**src/rtl/stopwatch_pkg.sv**
```systemverilog
// Shared definitions for the stopwatch controller and the BCD timer core.
//   BCD_W   : width of the 4-digit BCD word {tens_s, s, tenths, hundredths}
//   BCD_MAX : saturation value 99.99 s
//   state_t : controller state encoding
package stopwatch_pkg;

  localparam int BCD_W = 16;
  localparam logic [BCD_W-1:0] BCD_MAX = 16'h9999;

  typedef enum logic [1:0] {
    IDLE  = 2'b00,
    RUN   = 2'b01,
    PAUSE = 2'b10,
    LAP   = 2'b11
  } state_t;

endpackage

```
**src/rtl/btn_debounce.sv**
```systemverilog
// Push-button conditioner: 2-flop synchroniser followed by a stability
// counter. The accepted level only changes after DEB_CYCLES consecutive
// synchronised samples that differ from it. press is a single-cycle pulse on
// the accepted 0->1 edge; releases produce nothing.
// Ports:
//   clk     in  system clock
//   rst     in  asynchronous reset, active-high
//   btn_raw in  raw asynchronous button level
//   press   out one-cycle press event
module btn_debounce #(
  parameter int DEB_CYCLES = 1_000_000
) (
  input  logic clk,
  input  logic rst,
  input  logic btn_raw,
  output logic press
);

  localparam int CW = $clog2(DEB_CYCLES + 1);

  logic          sync_1;
  logic          sync_2;
  logic          level;
  logic [CW-1:0] stable_cnt;

  always_ff @(posedge clk or posedge rst) begin
    if (rst) begin
      sync_1     <= 1'b0;
      sync_2     <= 1'b0;
      level      <= 1'b0;
      stable_cnt <= '0;
      press      <= 1'b0;
    end else begin
      sync_1 <= btn_raw;
      sync_2 <= sync_1;
      press  <= 1'b0;
      // Any sample agreeing with the accepted level restarts the run.
      if (sync_2 == level) begin
        stable_cnt <= '0;
      end else if (stable_cnt == CW'(DEB_CYCLES - 1)) begin
        level      <= sync_2;
        stable_cnt <= '0;
        press      <= sync_2;
      end else begin
        stable_cnt <= stable_cnt + 1'b1;
      end
    end
  end

endmodule

```
**src/rtl/stopwatch_ctrl.sv**
```systemverilog
// Sequencing controller for the 4-digit BCD stopwatch (00.00-99.99 s).
// Debounces the two buttons into press events, drives single-cycle
// start/stop/clear commands to the timer core, produces the 100 Hz count
// enable and selects the displayed value (live count or frozen lap).
// Build option: define STOPWATCH_LAP_EN to implement the lap feature
// (LAP state, lap register, lap_active). Without it, lap/reset in RUN is
// ignored, lap_active is 0 and disp_val always follows timer_val.
// Ports:
//   clk, rst     clock; asynchronous active-high reset
//   btn_ss       raw start/stop button
//   btn_lr       raw lap/reset button
//   timer_val    BCD count from the timer core
//   tick_100hz   one-cycle count enable every TICK_DIV cycles
//   timer_start  one-cycle start command
//   timer_stop   one-cycle stop command
//   timer_rst    one-cycle clear command
//   disp_val     BCD value for the display scanner
//   running      high in RUN or LAP
//   lap_active   high in LAP
//
// state | meaning
// IDLE  | cleared, waiting for start
// RUN   | timer counting, display live
// LAP   | timer counting, display frozen at lap_reg
// PAUSE | timer halted, value held
module stopwatch_ctrl
  import stopwatch_pkg::*;
#(
  parameter int CLK_HZ     = 100_000_000,
  parameter int TICK_DIV   = CLK_HZ / 100,
  parameter int DEB_CYCLES = 1_000_000
) (
  input  logic             clk,
  input  logic             rst,
  input  logic             btn_ss,
  input  logic             btn_lr,
  input  logic [BCD_W-1:0] timer_val,
  output logic             tick_100hz,
  output logic             timer_start,
  output logic             timer_stop,
  output logic             timer_rst,
  output logic [BCD_W-1:0] disp_val,
  output logic             running,
  output logic             lap_active
);

  localparam int TICK_W = $clog2(TICK_DIV + 1);

  logic ss_press;
  logic lr_press;

  btn_debounce #(.DEB_CYCLES(DEB_CYCLES)) u_deb_ss (
    .clk     (clk),
    .rst     (rst),
    .btn_raw (btn_ss),
    .press   (ss_press)
  );

  btn_debounce #(.DEB_CYCLES(DEB_CYCLES)) u_deb_lr (
    .clk     (clk),
    .rst     (rst),
    .btn_raw (btn_lr),
    .press   (lr_press)
  );

  // Tick divider, free-running in every state.
  logic [TICK_W-1:0] tick_cnt;

  assign tick_100hz = (tick_cnt == TICK_W'(TICK_DIV - 1));

  always_ff @(posedge clk or posedge rst) begin
    if (rst) begin
      tick_cnt <= '0;
    end else if (tick_100hz) begin
      tick_cnt <= '0;
    end else begin
      tick_cnt <= tick_cnt + 1'b1;
    end
  end

  // FSM
  state_t state;
  state_t state_nxt;
  logic   start_nxt;
  logic   stop_nxt;
  logic   clr_nxt;
  logic   lap_load;
  logic   at_max;

  assign at_max = (timer_val == BCD_MAX);

  // Start/stop wins over lap/reset, and saturation wins over a lap press,
  // so each branch issues at most one command.
  always_comb begin
    state_nxt = state;
    start_nxt = 1'b0;
    stop_nxt  = 1'b0;
    clr_nxt   = 1'b0;
    lap_load  = 1'b0;
    case (state)
      IDLE: begin
        if (ss_press) begin
          start_nxt = 1'b1;
          state_nxt = RUN;
        end else if (lr_press) begin
          clr_nxt = 1'b1;
        end
      end
      RUN: begin
        if (ss_press || at_max) begin
          stop_nxt  = 1'b1;
          state_nxt = PAUSE;
        end
`ifdef STOPWATCH_LAP_EN
        else if (lr_press) begin
          lap_load  = 1'b1;
          state_nxt = LAP;
        end
`endif
      end
`ifdef STOPWATCH_LAP_EN
      LAP: begin
        if (ss_press || at_max) begin
          stop_nxt  = 1'b1;
          state_nxt = PAUSE;
        end else if (lr_press) begin
          state_nxt = RUN;
        end
      end
`endif
      PAUSE: begin
        // A start press at saturation is consumed without effect.
        if (ss_press) begin
          if (!at_max) begin
            start_nxt = 1'b1;
            state_nxt = RUN;
          end
        end else if (lr_press) begin
          clr_nxt   = 1'b1;
          state_nxt = IDLE;
        end
      end
      default: begin
        state_nxt = IDLE;
      end
    endcase
  end

  always_ff @(posedge clk or posedge rst) begin
    if (rst) begin
      state       <= IDLE;
      timer_start <= 1'b0;
      timer_stop  <= 1'b0;
      timer_rst   <= 1'b0;
    end else begin
      state       <= state_nxt;
      timer_start <= start_nxt;
      timer_stop  <= stop_nxt;
      timer_rst   <= clr_nxt;
    end
  end

  assign running = (state == RUN) || (state == LAP);

`ifdef STOPWATCH_LAP_EN
  logic [BCD_W-1:0] lap_reg;

  always_ff @(posedge clk or posedge rst) begin
    if (rst) begin
      lap_reg <= '0;
    end else if (lap_load) begin
      lap_reg <= timer_val;
    end
  end

  assign lap_active = (state == LAP);
  assign disp_val   = (state == LAP) ? lap_reg : timer_val;
`else
  // lap_load only exists to feed the lap register.
  logic unused_lap;
  assign unused_lap = lap_load;
  assign lap_active = 1'b0;
  assign disp_val   = timer_val;
`endif

endmodule
```
**config.mk**
```make
export PLATFORM = sky130hd
export DESIGN_NAME = stopwatch_ctrl
export DESIGN_NICKNAME = d
export VERILOG_FILES = /design/src/rtl/stopwatch_pkg.sv /design/src/rtl/btn_debounce.sv /design/src/rtl/stopwatch_ctrl.sv
export SDC_FILE = /design/constraint.sdc
export NUM_CORES = 1
export LEC_CHECK = 0
export CAP_MARGIN = 20
export CORE_MARGIN = 8
export CORE_UTILIZATION = 45
export DETAILED_ROUTE_END_ITERATION = 16
export GPL_ROUTABILITY_DRIVEN = 1
export PLACE_DENSITY = 0.66
export REMOVE_ABC_BUFFERS = 1
export SETUP_SLACK_MARGIN = 0.5
export SLEW_MARGIN = 15
export SYNTH_ARGS = -nofsm -noshare
export SYNTH_HDL_FRONTEND = slang
export SYNTH_SLANG_ARGS = --single-unit
```
**constraint.sdc**
```tcl
create_clock -name clk -period 2.6 [get_ports clk]
set_input_delay 0.26 -clock clk [delete_from_list [all_inputs] [get_ports clk]]
set_output_delay 0.26 -clock clk [all_outputs]
set_load 0.01 [all_outputs]
```
======== Word-level counts from Yosys, hierarchy flattened ========
Cells that the tools add are included.
cells by class
  reduce and logical (&&, ||, !) cells .... 7
  multiplexer cells ....................... 24
  add/subtract/negate cells ............... 3
  bitwise logic cells ..................... 2
  equality and inequality tests ........... 13
operator list
  cell                     count
  $mux W20                 5
  $add A20 B1 Y20 const B  3
  $eq A20 B20 Y1 const B   3
  $eq A16 B16 Y1 const B   1
  $mux W1                  12
  $mux W2                  5
  $pmux W2 S3              1
  $eq A2 B2 Y1 const B     2
  $reduce_and A2 Y1        2
  $reduce_and A4 Y1        1
  $ne A3 B1 Y1 const B     1
  $ne A3 B3 Y1 const B     1
  $eq A1 B1 Y1             2
  $eq A2 B1 Y1 const B     1
  $logic_not A2 Y1         1
  $logic_or A1 B1 Y1       2
  $ne A2 B1 Y1 const B     1
  $ne A2 B2 Y1 const B     1
  $not A1 Y1               2
  $pmux W1 S2              1
  $reduce_or A2 Y1         1
word-level totals
  input port bits ......................... 20
  output and inout port bits .............. 22
  bits in registers ....................... 73
  word-level logic and storage cells ...... 64

======== Logic depth before layout (Yosys ltp) ========
Gate-level depths: netlist (run 1).
  depth after elaboration ................. 4
  gate-level depth with buffers ........... 6
  depth with buffers taken out ............ 5

======== Hierarchy ========
A second synthesis (run 1) with hierarchy kept.
unflattened totals
  cells, all modules ...................... 357
  area, all modules ....................... 3746.1 um^2
modules (own cells, without submodules)
  module          cells an instance  area each (um^2)  seq. area each (um^2)  times used
  btn_debounce    108                1188.6            600.6                  2
  stopwatch_ctrl  141                1368.8            625.6                  1

======== Worst setup path before layout (run 1) ========
Ideal clock, no wire load.
  path kind ............................... reg-to-reg
  start ................................... register u_deb_lr.stable_cnt[0]
  end ..................................... register u_deb_lr.stable_cnt[10]
  stages on the path, launching flop included .. 7
  period minus slack after synthesis ...... 2.044 ns
  arrival time ............................ 1.923 ns
  library setup time ...................... 0.122 ns
  data required time ...................... 2.478 ns
  buffers on the path ..................... 1
  slack ................................... 0.556 ns
  path through ............................ dfrtp_1 ha_1 nand3_2 or2_2 o31ai_2 buf_2 nor2_1
between the ends
  word-level cells in the longest chain between the ends .. 3
  elaborated cells between the ends (all ways) .. 4
  classes of those cells .................. 1 x add/sub; 1 x eq/ne; 2 x mux
RTL lines
  what                                                      line                                    RTL
  start, declared                                           btn_debounce.sv:24                      logic [CW-1:0] stable_cnt;
  start signal, assigned                                    btn_debounce.sv:45                      stable_cnt <= stable_cnt + 1'b1;
  $add A20 B1 Y20 / $eq A20 B20 Y1 (equally long branches)  btn_debounce.sv:45, btn_debounce.sv:40
  $mux W20 (*)                                              btn_debounce.sv:40                      end else if (stable_cnt == CW'(DEB_CYCLES - 1)) begin
  $mux W20 (*)                                              btn_debounce.sv:38                      if (sync_2 == level) begin
Every way passes the cells marked *; elsewhere a longest branch is shown, timed or not.
A chain may end at the register's enable or synchronous reset.

======== Final worst setup path (run 1) ========
  start ................................... register u_deb_ss.stable_cnt[12]
  end ..................................... register u_deb_ss.stable_cnt[14]
between the ends
  word-level cells in the longest chain between the ends .. 3
  elaborated cells between the ends (all ways) .. 4
  classes of those cells .................. 1 x add/sub; 1 x eq/ne; 2 x mux
RTL lines
  what                                                      line
  start, declared                                           btn_debounce.sv:24
  start signal, assigned                                    btn_debounce.sv:45
  $add A20 B1 Y20 / $eq A20 B20 Y1 (equally long branches)  btn_debounce.sv:45, btn_debounce.sv:40
  $mux W20 (*)                                              btn_debounce.sv:40
  $mux W20 (*)                                              btn_debounce.sv:38
Marks and branches as above.

==> results of run 1 <==
## metal layers
layer	vias to the layer above	track usage (%)	part of all wire, %
met1	1279	16.5	48
met4	0	4.79	1.0
met5	-	0	0
li1	1296	-	-
met2	60	21.4	45
met3	8	4.14	5.5
## cell families after synthesis
logic type               share of synthesized area (%)
multiplexers                                     0.313
XOR/XNOR                                          11.0
buffers and inverters                             6.02
adder cells (fa/ha/maj)                           1.04
AND/OR/NAND/NOR                                   25.1
flip-flops                                        50.8
AO/OA/AOI/OAI                                     5.61
other                                            0.104
## worst paths after layout
kind                                      endpoint
max                        u_deb_ss.stable_cnt[14]
min                        u_deb_ss.stable_cnt[19]
max reg2reg                u_deb_ss.stable_cnt[14]
min reg2reg                        u_deb_lr.sync_2
max in group asynchronous   u_deb_lr.stable_cnt[7]
min in group clk                   u_deb_lr.sync_2
## flip-flops by register name, summed over array words and instances (netlist names), 2 cells and up
name and flops:
u_deb_ss.stable_cnt 20, tick_cnt 20, u_deb_lr.stable_cnt 20, state 2
## stage by stage
step                area, sq um  setup slack [ns]  power (mW)  hold slack (ns)  std cells
floorplan                  3440             0.473        1.22            0.291        332
global placement           4020             0.456        1.30            0.335        479
detailed placement         4020             0.389        1.30            0.346        479
CTS                        4300             0.495        2.45            0.263        497
global route               4330             0.470        2.52            0.280        497
finish                     4330             0.558        2.43            0.253        497
## synth_stat cells (all sizes together) (2+ instances only)
cell type / count
or3: 6
nor4bb: 4
o21ai: 7
or2: 2
nand4: 16
ha: 3
nor3: 13
clkbuf: 3
and4: 3
nand3: 19
buf: 20
xor2: 16
a21oi: 11
nand2b: 2
and2: 2
inv: 16
dfrtp: 73
nor2: 45
o31ai: 7
xnor2: 29
nor2b: 2
nor4b: 2
nand2: 17
a31o: 3
or4: 10
nor4: 14
and3: 3
## layout make-up
class	instances	area [sq um]
inverter	16	60.1
clock buffer	10	128
clock inverter	6	130
timing repair buffer	47	478
tap	102	128
multi-input combinational	243	1580
sequential	73	1830
fill	660	3400
## where the power goes
group,internal (mW),switching (mW)
registers,1.15,0.00975
logic,0.0667,0.0613
clock network,0.732,0.411
## repair_timing
| action | CTS | global route |
|---|---|---|
| pin swaps | 1 | 2 |
| buffers inserted | 2 | 0 |
| gates resized for setup | 2 | 6 |
| setup endpoints to repair | 20 | 4 |
==> flow_summary.json, run 1 <==
{
  "pin_count": 42,
  "first_pass_iters": 4,
  "slew_headroom_pct": 59.2,
  "final_common_cell": "dfrtp_1",
  "min_period_ns": 2.04,
  "path_cells": "or4_1 -> or4_4 -> o21ai_4 -> buf_12 -> nor2_1",
  "routed_via_density": 5.32,
  "yosys_warnings": 0,
  "ys_types": 41,
  "grt_use_total_pct": 13.3,
  "cts_hold_buf": 0,
  "gp_congestion": 0.782,
  "cts_num_sinks": 73,
  "tightestPinTransition_ns": 0.606,
  "synth.top_cell.area_share_pct": 50.8,
  "rsz0062_at_grt": "yes",
  "coreArea_sq_mm": 0.00773,
  "via_count": 2643,
  "netlist_area_sq_mm": 0.00359,
  "cts-root-buf": "clkbuf_8",
  "dp_hpwl_mm": 4.95,
  "seq_area_frac_synth_pct": 50.8,
  "clk_latency_ns": 0.34,
  "finalCritPeriodShare_pct": 78.5,
  "die_w_microns": 105,
  "fp.dieH_microns": 105,
  "cp-startpoint": "u_deb_ss.stable_cnt[12]",
  "worstSetupPathType": "reg -> reg",
  "drtIter0Drc": 108,
  "power.density_mw_per_mm2": 561,
  "clockBufferDepth": 2,
  "cts_tree": "yes",
  "setup_tns_ns": 0,
  "cts_made_buffers": 9,
  "synth_cells": 355,
  "grt_pass1_wl_mm": 12.4,
  "drt-wirelength-per-cell_microns": 14.2,
  "crit_arrival_ns": 2.26,
  "drt_wl_total_mm": 7.06,
  "synth.area.top_cells": "dfrtp_1, xnor2_1, nor2_1",
  "fin_util_pct": 56.0,
  "synth_area_leader_cell": "dfrtp_1",
  "path_max_fanout": 15,
  "async_flop_share_pct": 100,
  "avgSynthCellArea_sq_um": 10.1,
  "portBuffers": 40,
  "crit_buf_inv": 1,
  "overflow": 0,
  "r2r_cells": 5,
  "path_delay_family": "simple AND/OR/NAND/NOR gates",
  "outcome": "finished, final reports clean",
  "p_leak_nw": 1.75,
  "skew_ns": 0.00883,
  "syn_to_final_growth_pct": 20.4,
  "antenna_found_initial": 0,
  "required_ns": 2.82,
  "drive_gt1_share_pct": 10.4,
  "cp_slowest_cell": "or4_4",
  "critPathMaxStageDelay_ns": 0.57,
  "final_antenna_net_count": 0,
  "fp-row-count": 32,
  "mostFrequentLayoutCells": "dfrtp_1, nor2_1, clkdlybuf4s50_1, xnor2_1, nand3_1",
  "synth-edff-count": 0,
  "finalMaxSlewViolations": 0,
  "cp_num_cells": 5,
  "setup_viol": 0,
  "hold_path_class": "in -> async",
  "worstSetupEndpointType": "flip-flop",
  "peakVddDrop_uv": 313,
  "rrSetupSlack_ns": 0.56,
  "post-route-drc-count": 0,
  "final_hold_viol_count": 0,
  "layout.nets": 413,
  "fmaxAchievable_mhz": 490,
  "design.die.area_sq_mm": 0.0111,
  "critPathLaunchType": "flip-flop",
  "synth-seq-cells": 73,
  "path_clk_slew_ns": 0.08,
  "max_cap_violations": 0,
  "grt_max_degree": 39,
  "synth-main-ff-cell": "dfrtp_1",
  "start_util_pct": 46.5,
  "reg2reg_from": "u_deb_ss.stable_cnt[12]",
  "grt_pass1_vias": 2695,
  "n_antenna_cell": 0,
  "cts.htree.levels": 3
}
No activity file was read; power rests on OpenSTA's default activity.
==> run 2, diff against run 1 <==
- clock period: 2.6 -> 2.1 ns (I/O delays scaled with it)
==> flow_summary.json, run 2 (synthesized netlist as in run 1, its figures left out) <==
{
  "outcome": "finished, final reports clean",
  "setup_viol": 0,
  "coreArea_sq_mm": 0.00773,
  "crit_arrival_ns": 2.25,
  "fp.dieH_microns": 105,
  "worstSetupEndpointType": "flip-flop",
  "power.density_mw_per_mm2": 530,
  "setup_tns_ns": 0,
  "clockBufferDepth": 2,
  "fp-row-count": 32,
  "die_w_microns": 105,
  "n_antenna_cell": 0,
  "first_pass_iters": 4,
  "drt_wl_total_mm": 8.50,
  "via_count": 2887,
  "gp_congestion": 0.782,
  "cts_hold_buf": 0,
  "antenna_found_initial": 0,
  "drtIter0Drc": 91,
  "cts_num_sinks": 73,
  "skew_ns": 0.00822,
  "final_antenna_net_count": 0,
  "syn_to_final_growth_pct": 35.9,
  "path_max_fanout": 9,
  "cts.htree.levels": 3,
  "portBuffers": 40,
  "cts-root-buf": "clkbuf_8",
  "busiest_layer": "met2",
  "routed_via_density": 5.33,
  "fin_util_pct": 63.2,
  "cts_tree": "yes",
  "grt_pass1_vias": 2787,
  "grt_pass1_wl_mm": 13.6,
  "grt_use_met2_pct": 22.8,
  "grt_use_total_pct": 15.0,
  "finalCritPeriodShare_pct": 96.4,
  "worstSetupPathType": "reg -> reg",
  "max_cap_violations": 0,
  "min_period_ns": 2.02,
  "dp_hpwl_mm": 4.89,
  "path_clk_slew_ns": 0.07,
  "drt-wirelength-per-cell_microns": 15.7,
  "post-route-drc-count": 0,
  "layout.nets": 460,
  "p_leak_nw": 1.98,
  "rrSetupSlack_ns": 0.08,
  "start_util_pct": 46.5,
  "hold_path_class": "in -> async",
  "clk_latency_ns": 0.33,
  "mostFrequentLayoutCells": "dfrtp_1, clkdlybuf4s50_1, buf_4, nor2_1, xnor2_1",
  "grtUsageMet3_pct": 3.29,
  "critPathLaunchType": "flip-flop",
  "reg.largest.list": "tick_cnt (20), u_deb_lr.stable_cnt (20), u_deb_ss.stable_cnt (20)",
  "required_ns": 2.32,
  "finalMaxSlewViolations": 0,
  "met1_usage_pct": 19.8,
  "pin_count": 42,
  "final_hold_viol_count": 0,
  "rsz0062_at_grt": "yes",
  "overflow": 0,
  "r2r_cells": 6,
  "peakVddDrop_uv": 388,
  "drive_gt1_share_pct": 28.0,
  "final_common_cell": "dfrtp_1",
  "fmaxAchievable_mhz": 494,
  "cts_made_buffers": 9,
  "grt_max_degree": 74,
  "design.die.area_sq_mm": 0.0111
}
run 2: critical path, cell delays in order, from the launching register on:
cell	delay, ns
dfrtp_1	0.38
or4_1	0.53
or4_4	0.55
o21ai_4	0.14
buf_4	0.15
buf_16	0.12
a21oi_1	0.04
run 2: layer usage:
metal | wire (microns) | part of all wire, %
met5 | 0 | 0
met4 | 148 | 1.7
met3 | 448 | 5.3
met2 | 3990 | 47
met1 | 3910 | 46
run 2: final cells by class:
| cell class | count | area, sq um |
|---|---|---|
| Clock buffer | 14 | 163 |
| Fill cell | 593 | 2840 |
| Inverter | 16 | 60.1 |
| Multi-Input combinational cell | 243 | 1770 |
| Sequential cell | 73 | 1830 |
| Tap cell | 102 | 128 |
| Timing Repair Buffer | 94 | 926 |
run 2: through the flow:
stage | total power, mW | hold slack [ns] | worst slack (ns) | instances | cell area (sq um)
3_5_place_dp | 1.62 | 0.335 | 0.0966 | 486 | 4080
5_1_grt | 2.69 | 0.306 | 0.0168 | 542 | 4880
4_1_cts | 2.60 | 0.278 | 0.0925 | 533 | 4640
6_report | 2.59 | 0.263 | 0.0759 | 542 | 4880
3_3_place_gp | 1.61 | 0.333 | 0.153 | 486 | 4080
2_1_floorplan | 1.51 | 0.241 | -0.0274 | 332 | 3440
run 2: repair_timing:
item                                   4_1_cts  5_1_grt
gates cloned                                 4        1
gates resized for setup                     43       38
pin swaps                                   19       12
setup buffers                               29        8
setup endpoints to repair                   53       56
endpoints found under the hold margin        0        0
run 2: report_power, final:
| group | internal [mW] | switching (mW) | total [mW] |
|---|---|---|---|
| registers | 1.42 | 0.0127 | 1.43 |
| clock network | 0.483 | 0.475 | 0.958 |
| logic | 0.107 | 0.0912 | 0.199 |
| total | 2.01 | 0.578 | 2.59 |
run 2: final timing paths:
path / to / from
max: u_deb_ss.stable_cnt[19] / u_deb_ss.stable_cnt[15]
min: u_deb_lr.stable_cnt[13] / rst
max reg2reg: u_deb_ss.stable_cnt[19] / u_deb_ss.stable_cnt[15]
max in group asynchronous: u_deb_lr.stable_cnt[9] / rst
min reg2reg: u_deb_lr.sync_2 / u_deb_lr.sync_1
min in group clk: u_deb_ss.sync_1 / btn_ss
